**src/rtl/sprite_cmd_pkg.sv**
```systemverilog
// Shared definitions for the sprite command bus: word field positions, action/type codes,
// the queued update-request record and helpers that assemble 32-bit command words.
package sprite_cmd_pkg;

    localparam int CMD_W     = 32;
    localparam int DATA_W    = 13;
    localparam int COMP_LSB  = 26;
    localparam int CHILD_LSB = 21;
    localparam int ACT_LSB   = 17;
    localparam int TYPE_LSB  = 14;
    localparam int BUF_BIT   = 13;

    localparam logic [3:0] ACT_UPDATE = 4'b0001;
    localparam logic [3:0] ACT_COMMIT = 4'b1111;

    localparam logic [2:0] TYPE_NONE    = 3'b000;
    localparam logic [2:0] TYPE_VISFLIP = 3'b001;
    localparam logic [2:0] TYPE_X       = 3'b010;
    localparam logic [2:0] TYPE_Y       = 3'b011;
    localparam logic [2:0] TYPE_ATTR    = 3'b100;

    typedef struct packed {
        logic [5:0] comp;
        logic [4:0] child;
        logic [3:0] mask;
        logic       visible;
        logic       flip;
        logic [9:0] x;
        logic [9:0] y;
        logic [9:0] attr;
    } upd_req_t;

    function automatic logic [CMD_W-1:0] pack_cmd(
        input logic [5:0]        comp,
        input logic [4:0]        child,
        input logic [3:0]        action,
        input logic [2:0]        cmd_type,
        input logic              buf_sel,
        input logic [DATA_W-1:0] data
    );
        logic [CMD_W-1:0] word;
        word                    = '0;
        word[COMP_LSB +: 6]     = comp;
        word[CHILD_LSB +: 5]    = child;
        word[ACT_LSB +: 4]      = action;
        word[TYPE_LSB +: 3]     = cmd_type;
        word[BUF_BIT]           = buf_sel;
        word[0 +: DATA_W]       = data;
        return word;
    endfunction

    // Index of the lowest set mask bit; words go out in mask-bit order 0..3.
    function automatic logic [1:0] first_field(input logic [3:0] mask);
        if (mask[0])      return 2'd0;
        else if (mask[1]) return 2'd1;
        else if (mask[2]) return 2'd2;
        else              return 2'd3;
    endfunction

    function automatic logic [CMD_W-1:0] encode_update(
        input upd_req_t   req,
        input logic [1:0] field,
        input logic       buf_sel
    );
        case (field)
            2'd0:    return pack_cmd(req.comp, req.child, ACT_UPDATE, TYPE_VISFLIP, buf_sel,
                                     {req.visible, req.flip, 11'b0});
            2'd1:    return pack_cmd(req.comp, req.child, ACT_UPDATE, TYPE_X, buf_sel, {3'b0, req.x});
            2'd2:    return pack_cmd(req.comp, req.child, ACT_UPDATE, TYPE_Y, buf_sel, {3'b0, req.y});
            default: return pack_cmd(req.comp, req.child, ACT_UPDATE, TYPE_ATTR, buf_sel, {3'b0, req.attr});
        endcase
    endfunction

endpackage

```
**src/rtl/sprite_cmd_fifo.sv**
```systemverilog
// Synchronous FIFO of sprite update requests with full/empty flags.
// The head entry is read combinationally so the encoder can launch a word on the pop cycle.
module sprite_cmd_fifo
    import sprite_cmd_pkg::*;
#(
    parameter int DEPTH = 8
) (
    input  logic     clk,
    input  logic     reset,
    input  logic     push,
    input  upd_req_t push_data,
    input  logic     pop,
    output upd_req_t head,
    output logic     full,
    output logic     empty
);

    localparam int AW = $clog2(DEPTH);

    upd_req_t        mem [DEPTH];
    logic [AW:0]     wr_ptr_reg;
    logic [AW:0]     rd_ptr_reg;

    // Extra pointer MSB distinguishes full from empty when the indices match.
    assign empty = (wr_ptr_reg == rd_ptr_reg);
    assign full  = (wr_ptr_reg[AW] != rd_ptr_reg[AW]) &&
                   (wr_ptr_reg[AW-1:0] == rd_ptr_reg[AW-1:0]);
    assign head  = mem[rd_ptr_reg[AW-1:0]];

    always_ff @(posedge clk) begin
        if (push && !full) begin
            mem[wr_ptr_reg[AW-1:0]] <= push_data;
        end
    end

    always_ff @(posedge clk) begin
        if (reset) begin
            wr_ptr_reg <= '0;
            rd_ptr_reg <= '0;
        end else begin
            if (push && !full) begin
                wr_ptr_reg <= wr_ptr_reg + 1'b1;
            end
            if (pop && !empty) begin
                rd_ptr_reg <= rd_ptr_reg + 1'b1;
            end
        end
    end

endmodule

```
**src/rtl/sprite_cmd_encoder.sv**
```systemverilog
// Sprite command bus transmitter: queues sprite updates, serialises them into back-buffer
// update words and emits the buffer-toggle command on frame commit.
module sprite_cmd_encoder
    import sprite_cmd_pkg::*;
#(
    parameter int   FIFO_DEPTH = 8,
    parameter logic INIT_FRONT = 1'b0
) (
    input  logic        clk,
    input  logic        reset,
    input  logic        upd_valid,
    output logic        upd_ready,
    input  logic [5:0]  upd_comp,
    input  logic [4:0]  upd_child,
    input  logic [3:0]  upd_mask,
    input  logic        upd_visible,
    input  logic        upd_flip,
    input  logic [9:0]  upd_x,
    input  logic [9:0]  upd_y,
    input  logic [9:0]  upd_attr,
    input  logic        commit_valid,
    output logic        commit_ready,
    input  logic [5:0]  commit_comp,
    output logic        cmd_valid,
    input  logic        cmd_ready,
    output logic [31:0] cmd_data,
    output logic        front_buf,
    output logic        busy
);

    typedef enum logic [1:0] {
        ST_IDLE   = 2'd0,
        ST_EMIT   = 2'd1,
        ST_COMMIT = 2'd2
    } state_t;

    state_t           state_reg, state_next;
    upd_req_t         entry_reg, entry_next;
    logic [CMD_W-1:0] cmd_data_reg, cmd_data_next;
    logic             cmd_valid_reg, cmd_valid_next;
    logic             front_reg, front_next;

    upd_req_t         fifo_head;
    upd_req_t         fifo_in;
    logic             fifo_full;
    logic             fifo_empty;
    logic             fifo_push;
    logic             fifo_pop;
    logic             take_head;
    logic             xfer;

    assign fifo_in = '{comp: upd_comp, child: upd_child, mask: upd_mask,
                       visible: upd_visible, flip: upd_flip,
                       x: upd_x, y: upd_y, attr: upd_attr};

    assign upd_ready    = !fifo_full;
    assign fifo_push    = upd_valid && !fifo_full;
    assign commit_ready = (state_reg == ST_IDLE) && fifo_empty;
    assign busy         = (state_reg != ST_IDLE) || !fifo_empty;
    assign xfer         = cmd_valid_reg && cmd_ready;

    assign cmd_valid = cmd_valid_reg;
    assign cmd_data  = cmd_data_reg;
    assign front_buf = front_reg;

    sprite_cmd_fifo #(
        .DEPTH (FIFO_DEPTH)
    ) u_fifo (
        .clk       (clk),
        .reset     (reset),
        .push      (fifo_push),
        .push_data (fifo_in),
        .pop       (fifo_pop),
        .head      (fifo_head),
        .full      (fifo_full),
        .empty     (fifo_empty)
    );

    // entry_reg.mask holds only the fields still to be sent after the word on the bus.
    always_comb begin
        state_next     = state_reg;
        entry_next     = entry_reg;
        cmd_data_next  = cmd_data_reg;
        cmd_valid_next = cmd_valid_reg;
        front_next     = front_reg;
        take_head      = 1'b0;
        fifo_pop       = 1'b0;

        case (state_reg)
            ST_IDLE: begin
                if (commit_valid && commit_ready) begin
                    cmd_data_next  = pack_cmd(commit_comp, 5'd0, ACT_COMMIT, TYPE_NONE,
                                              ~front_reg, '0);
                    cmd_valid_next = 1'b1;
                    state_next     = ST_COMMIT;
                end else if (!fifo_empty) begin
                    take_head = 1'b1;
                end
            end
            ST_EMIT: begin
                if (xfer) begin
                    if (entry_reg.mask != 4'd0) begin
                        cmd_data_next   = encode_update(entry_reg, first_field(entry_reg.mask),
                                                        ~front_reg);
                        entry_next.mask = entry_reg.mask & (entry_reg.mask - 4'd1);
                    end else if (!fifo_empty) begin
                        take_head = 1'b1;
                    end else begin
                        cmd_valid_next = 1'b0;
                        state_next     = ST_IDLE;
                    end
                end
            end
            ST_COMMIT: begin
                if (xfer) begin
                    front_next     = ~front_reg;
                    cmd_valid_next = 1'b0;
                    state_next     = ST_IDLE;
                end
            end
            default: begin
                cmd_valid_next = 1'b0;
                state_next     = ST_IDLE;
            end
        endcase

        // An empty-mask entry is simply dropped; the pop cycle is its only cost.
        if (take_head) begin
            fifo_pop   = 1'b1;
            entry_next = fifo_head;
            if (fifo_head.mask != 4'd0) begin
                cmd_data_next   = encode_update(fifo_head, first_field(fifo_head.mask), ~front_reg);
                cmd_valid_next  = 1'b1;
                entry_next.mask = fifo_head.mask & (fifo_head.mask - 4'd1);
                state_next      = ST_EMIT;
            end else begin
                cmd_valid_next = 1'b0;
                state_next     = ST_IDLE;
            end
        end
    end

    always_ff @(posedge clk) begin
        if (reset) begin
            state_reg     <= ST_IDLE;
            entry_reg     <= '0;
            cmd_data_reg  <= '0;
            cmd_valid_reg <= 1'b0;
            front_reg     <= INIT_FRONT;
        end else begin
            state_reg     <= state_next;
            entry_reg     <= entry_next;
            cmd_data_reg  <= cmd_data_next;
            cmd_valid_reg <= cmd_valid_next;
            front_reg     <= front_next;
        end
    end

endmodule

```
**config.mk**
```make
export PLATFORM = sky130hd
export DESIGN_NAME = sprite_cmd_encoder
export DESIGN_NICKNAME = d
export VERILOG_FILES = /design/src/rtl/sprite_cmd_pkg.sv /design/src/rtl/sprite_cmd_fifo.sv /design/src/rtl/sprite_cmd_encoder.sv
export SDC_FILE = /design/constraint.sdc
export NUM_CORES = 1
export LEC_CHECK = 0
export BUFFER_PORTS_ARGS = -buffer_cell sky130_fd_sc_hd__buf_2
export CORE_UTILIZATION = 50
export DETAILED_ROUTE_END_ITERATION = 8
export PLACE_DENSITY = 0.67
export SETUP_SLACK_MARGIN = 0.2
export SYNTH_ARGS = -nofsm -noshare
export SYNTH_HDL_FRONTEND = slang
export SYNTH_SLANG_ARGS = --single-unit
```
**constraint.sdc**
```tcl
create_clock -name clk -period 7.3 [get_ports clk]
set_input_delay 0 -clock clk [delete_from_list [all_inputs] [get_ports clk]]
set_output_delay 0 -clock clk [all_outputs]
set_load 0.05 [all_outputs]
```
---- After elaboration in Yosys (flattened, before gate mapping) ----
Memory sizes are Yosys's and may differ from the RTL's. A register that Yosys moved wholly into a read port is not among the register bits.
Index checks and enable logic that the tools add are counted.
storage, ports and cells
  register bits ........................... 91
  bits in writable memories ............... 376
  input bits .............................. 58
  output and inout bits ................... 37
  word-level logic and storage cells ...... 108
  memories ................................ 1
operators by class
  add/subtract/negate cells ............... 4
  eq/ne operators ......................... 14
  multiplexer cells ....................... 50
  bitwise operators ....................... 3
  reductions and logical operators ........ 22
memory list
  memory      words  bits a word  rd ports  clocked after Yosys merged registers in  wr ports  line                   RTL
  u_fifo.mem  8      47           1         1                                        1         sprite_cmd_fifo.sv:20  upd_req_t mem [DEPTH];
operators by type and width
  operator             number
  $mux 32              5
  $pmux 17 s3          2
  $pmux 32 s2          1
  $mux 36              1
  $mux 2               15
  $mux 1               17
  $mux 4               4
  $ne 3x3->1 const B   4
  $add 4x1->4 const B  2
  $and 4x4->4          2
  $reduce_bool 2->1    4
  $reduce_bool 4->1    2
  $sub 4x1->4 const B  2
  $logic_and 1x1->1    7
  $eq 2x1->1 const B   3
  $eq 2x2->1 const B   3
  $logic_not 2->1      3
  $mux 3               2
  $pmux 2 s3           1
  $reduce_and 5->1     1
  $eq 4x4->1           1
  $eq 3x3->1           1
  $ne 3x2->1 const B   1
  $pmux 1 s3           1
  7 further kinds      8

---- Logic depth before layout (Yosys ltp) ----
  word-level depth ........................ 13
  depth in mapped cells ................... 9
  gate-level depth less buffers ........... 6

---- Cells and area by module ----
From an unflattened synthesis, not the netlist that was laid out.
second synthesis, totals
  cell total of the unflattened synthesis .. 1123
  area, all modules ....................... 18851.8 um2
modules (own cells, without submodules)
  module              instances  cells an instance  area each (um2)  sequential area each (um2)
  sprite_cmd_fifo     1          628                14866.8          11511.0
  sprite_cmd_encoder  1          495                3985.1           1661.6

---- Worst setup path after synthesis ----
No wires, ideal clock.
  kind .................................... register -> register
  start point ............................. register u_fifo.wr_ptr_reg[0]
  end point ............................... memory u_fifo.mem[0][0] in the netlist's numbering, enable pin
  setup time .............................. 0.509 ns
  data arrival time ....................... 4.560 ns
  required time ........................... 6.791 ns
  setup slack ............................. 2.231 ns
  cell stages (with the launch flop) ...... 6
  buffers on the path ..................... 1
  period minus slack after synthesis ...... 5.069 ns
  cell sequence ........................... dfxtp_1 > clkbuf_1 > xnor2_1 > a41oi_1 > nand2b_1 > nor3_1
between the ends
  longest elaborated chain between the ends .. 7
RTL lines
  item                          line                                             RTL
  from (decl)                   sprite_cmd_fifo.sv:21                            logic [AW:0] wr_ptr_reg;
  from (signal assigned)        sprite_cmd_fifo.sv:42                            wr_ptr_reg <= wr_ptr_reg + 1'b1;
  $eq 3x3->1                    sprite_cmd_fifo.sv:27                            (wr_ptr_reg[AW-1:0] == rd_ptr_reg[AW-1:0]);
  $logic_and 1x1->1             sprite_cmd_fifo.sv:26                            assign full = (wr_ptr_reg[AW] != rd_ptr_reg[AW]) &&
  $logic_not 1->1               sprite_cmd_fifo.sv:31, sprite_cmd_encoder.sv:57
  $logic_and 1x1->1             sprite_cmd_encoder.sv:57                         assign fifo_push = upd_valid && !fifo_full;
  $logic_and 1x1->1             sprite_cmd_fifo.sv:31                            if (push && !full) begin
  $mux 1                        sprite_cmd_fifo.sv:31
  $mux 1 (implied by the code)  sprite_cmd_fifo.sv:32                            mem[wr_ptr_reg[AW-1:0]] <= push_data;
  to (decl)                     sprite_cmd_fifo.sv:20
Several ways; a longest one is shown, not always the timed one.

---- Worst setup path after layout ----
  start point ............................. register u_fifo.wr_ptr_reg[1]
  end point ............................... register cmd_data_reg[1], in the netlist cmd_data[1]
between the ends
  longest elaborated chain between the ends .. 7
  elaborated cells on any way between the ends .. 12
  those cells by class .................... eq/ne: 1; mux: 9; reduce/logical: 2
RTL lines
  item                  line                       RTL
  $eq 4x4->1 *          sprite_cmd_fifo.sv:25      assign empty = (wr_ptr_reg == rd_ptr_reg);
  $logic_and 1x1->1     sprite_cmd_encoder.sv:58   assign commit_ready = (state_reg == ST_IDLE) && fifo_empty;
  $logic_and 1x1->1     sprite_cmd_encoder.sv:91   if (commit_valid && commit_ready) begin
  $mux 32               sprite_cmd_encoder.sv:91
  $pmux 32 s2           sprite_cmd_encoder.sv:89   case (state_reg)
  $mux 32               sprite_cmd_encoder.sv:131  if (fifo_head.mask != 4'd0) begin
  $mux 32 *             sprite_cmd_encoder.sv:128  if (take_head) begin
  to (signal assigned)  sprite_cmd_encoder.sv:153  cmd_data_reg <= cmd_data_next;
  to (decl)             sprite_cmd_encoder.sv:39   logic [CMD_W-1:0] cmd_data_reg, cmd_data_next;
Every way passes the cells marked *; elsewhere a longest branch is shown, timed or not.
A chain may end at the register's enable or synchronous reset.

==> results_dict.tcl <==
set metrics [dict create \
    status "finished, violations left" \
    failed_checks "DRC" \
    synth_seq_area_share 0.7266 \
    worst_hold_slack_ns 0.05890 \
    rsz0062_at_grt "false" \
    yosysWarnings 0 \
    grt_max_degree 80 \
    power_density_nw_per_um2 357.7 \
    slew_violations 0 \
    synthFlopType "edfxtp_1" \
    peakVddDrop_uv 167.4 \
    detail_route.first_pass.iterations 7 \
    start_util 0.5085 \
    synth.cell_area_um2 18130 \
    leakage_nw 6.911 \
    hold_violations 0 \
    worst_slew_margin_rel 0.2736 \
    dpl.hpwl_um 22410 \
    ctsResizeCount 0 \
    ant_nets 0 \
    via_count 9735 \
    fin_area_um2 21110 \
    worst-path-max-fanout 72 \
    n_antenna_cell 0 \
    async_flop_share 0 \
    yosysMostFrequentCell "edfxtp_1" \
    fin_crit_ns 3.628 \
    cts_sinks 470 \
    dieArea_um2 37030 \
    r2r-start "u_fifo.wr_ptr_reg[1]" \
    p_seq_frac 0.451 \
    ys_ff_latch 470 \
    intPower_mw 5.233 \
    largest_register_ff_count 376 \
    drc 16 \
    place_area_um2 19120 \
    layout.area.seq_um2 13180 \
    fmax_mhz 275.6 \
    timing.final.ws_setup_ns 3.672 \
    final_nets 1220 \
    syn_nets 1075 \
    rr_endpoint "cmd_data[1]" \
    cap_violations 0 \
    cts_setup_buffers 0 \
    power_switching_mw 2.320 \
    synth_edf_count 376 \
    initialDrtViolationCount 747 \
    cp.arrival_ns 4.09 \
    cp-start-kind "flip-flop" \
    r2r_cells 6 \
    hp-class "in -> reg" \
    multi_input_area_um2 4721 \
    fin_cells 1659 \
    min_path_cells 4 \
    totalWireLength_um 39540 \
    clock_path_buffers 3 \
    insertion_delay_ns 0.55 \
    ios 95 \
    synth_top_cell_by_area "edfxtp_1" \
    clk_pin_slew_ns 0.06 \
    overflow 0 \
    die_w_um 192.4 \
    grt_first_pass_wirelength_um 59500 \
    crit_type "reg -> reg" \
    clock-root-buffer "clkbuf_16" \
    setup_tns_ns 0 \
    gp_congestion 0.7904 \
    total_power_mw 7.553 \
    via_per_inst 5.868 \
    syn_to_final_growth_pct 16.46 \
    grt_pass1_vias 9728 \
    synth_cell_type_count 51 \
    num_rows 69 \
    die_h_um 192.4 \
    tritoncts "done" \
    ys_top_cells_by_area "edfxtp_1, mux4_2, dfxtp_1, mux2i_1, nor2_1" \
    netlist_top_cells_count "edfxtp_1, dfxtp_1, mux4_2, nor2_1, mux2i_1" \
    finalSetupViolations 0 \
    sw_frac_of_total 0.3071 \
    drive_gt1_frac 0.2596 \
    h-tree-depth 2 \
    power_frac_comb 0.240 \
    worstPathRequired_ns 7.76 \
    wl_per_cell_um 23.84 \
    utilization 0.5922 \
    worstHoldEndpoint "cmd_data[26]" \
    gr-usage-all-layers 0.2195 \
    antenna_found_initial 0 \
    max_slew.worst_pin.slew_ns 1.059 \
    port_buffers 94 \
    cts_hold_buf 49 \
    hp-start "commit_comp[0]" \
    layout.filler_cells 2689 \
    timing.final.crit_share 0.4970 \
    synth_top_area_share 0.6228 \
    cts_inserted_buffers 48 \
    skew_ns 0.01451 \
    avgSynthCellArea_um2 17.86 \
    core-area_um2 35660 \
    endpoint_kind "flip-flop" \
    dp_cells 1522 \
    netlist_instances 1015 \
    pwr-share-clk 0.309 \
    r2r_slack_ns 3.67 \
    place_ws_ns 3.748 \
]
==> power by group through the flow <==
| stage | sequential, mW | combinational, mW | clock, mW |
|---|---|---|---|
| after global placement | 3.45 | 1.77 | 0 |
| after global routing | 3.44 | 1.96 | 2.48 |
| after detailed placement | 3.46 | 1.79 | 0 |
| after floorplan | 3.50 | 1.24 | 0 |
| final | 3.41 | 1.81 | 2.33 |
| after CTS | 3.41 | 1.82 | 2.38 |
==> critical path: stages, from the launching register on <==
cell,delay [ns]
dfxtp_1,0.53
xnor2_1,0.18
and4b_1,0.46
nor3_2,0.84
buf_4,0.74
o211ai_2,0.46
o22ai_1,0.28
==> worst max-delay path by stage <==
| stage | to | from | slack [ns] |
|---|---|---|---|
| detailed placement | cmd_data[1] | entry_reg[33] | 3.75 |
| floorplan | u_fifo.mem[0][0] | u_fifo.wr_ptr_reg[0] | 2.23 |
| global placement | cmd_data[1] | entry_reg[33] | 3.77 |
| finish | cmd_data[1] | u_fifo.wr_ptr_reg[1] | 3.67 |
| CTS | cmd_data[1] | entry_reg[33] | 3.70 |
| global route | cmd_data[1] | entry_reg[33] | 3.48 |
==> cells by family (layout without fill, tap and decap cells) <==
group           count (synthesis)  after routing  synth area share
compound gates                126            126           0.05052
mux                           168            168            0.1586
simple gates                  164            164           0.04127
fa+ha+maj                       2              2          0.001380
buf+inv                        74            257           0.01636
xor+xnor                       11             11          0.005314
flops                         470            470            0.7266
==> cell usage in the layout, fill, tap and decap left out, types with 10 or more instances in the layout <==
cell type / synthesis / layout
mux4_2: 94 / 94
clkinv_1: 0 / 12
nor2_1: 78 / 73
clkbuf_1: 49 / 12
a21oi_1: 21 / 20
a22oi_1: 11 / 11
buf_4: 1 / 19
clkbuf_16: 0 / 49
o22ai_1: 10 / 10
dlygate4sd3_1: 0 / 49
o21ai_0: 11 / 11
edfxtp_1: 376 / 376
dfxtp_1: 94 / 91
a211oi_1: 38 / 38
buf_2: 6 / 94
mux2i_1: 60 / 60
mux2_2: 14 / 14
nand2_1: 24 / 24
nor3_1: 20 / 17
==> layer usage <==
metal,GRT usage,part of all wire,routed length [um]
met5,0,0,0
met4,0.05239,0.018,707
met3,0.04892,0.072,2851
met2,0.3390,0.47,18600
met1,0.3192,0.44,17380
==> final cells by class <==
type,instances,share of cell area
well taps,461,0.02732
repair buffers,162,0.05227
inverters,7,0.001244
multi-input cells,471,0.2236
clock buffers,66,0.06287
clock inverters,22,0.008296
flip-flops and latches,470,0.6244
(Power assumes the default switching activity.)
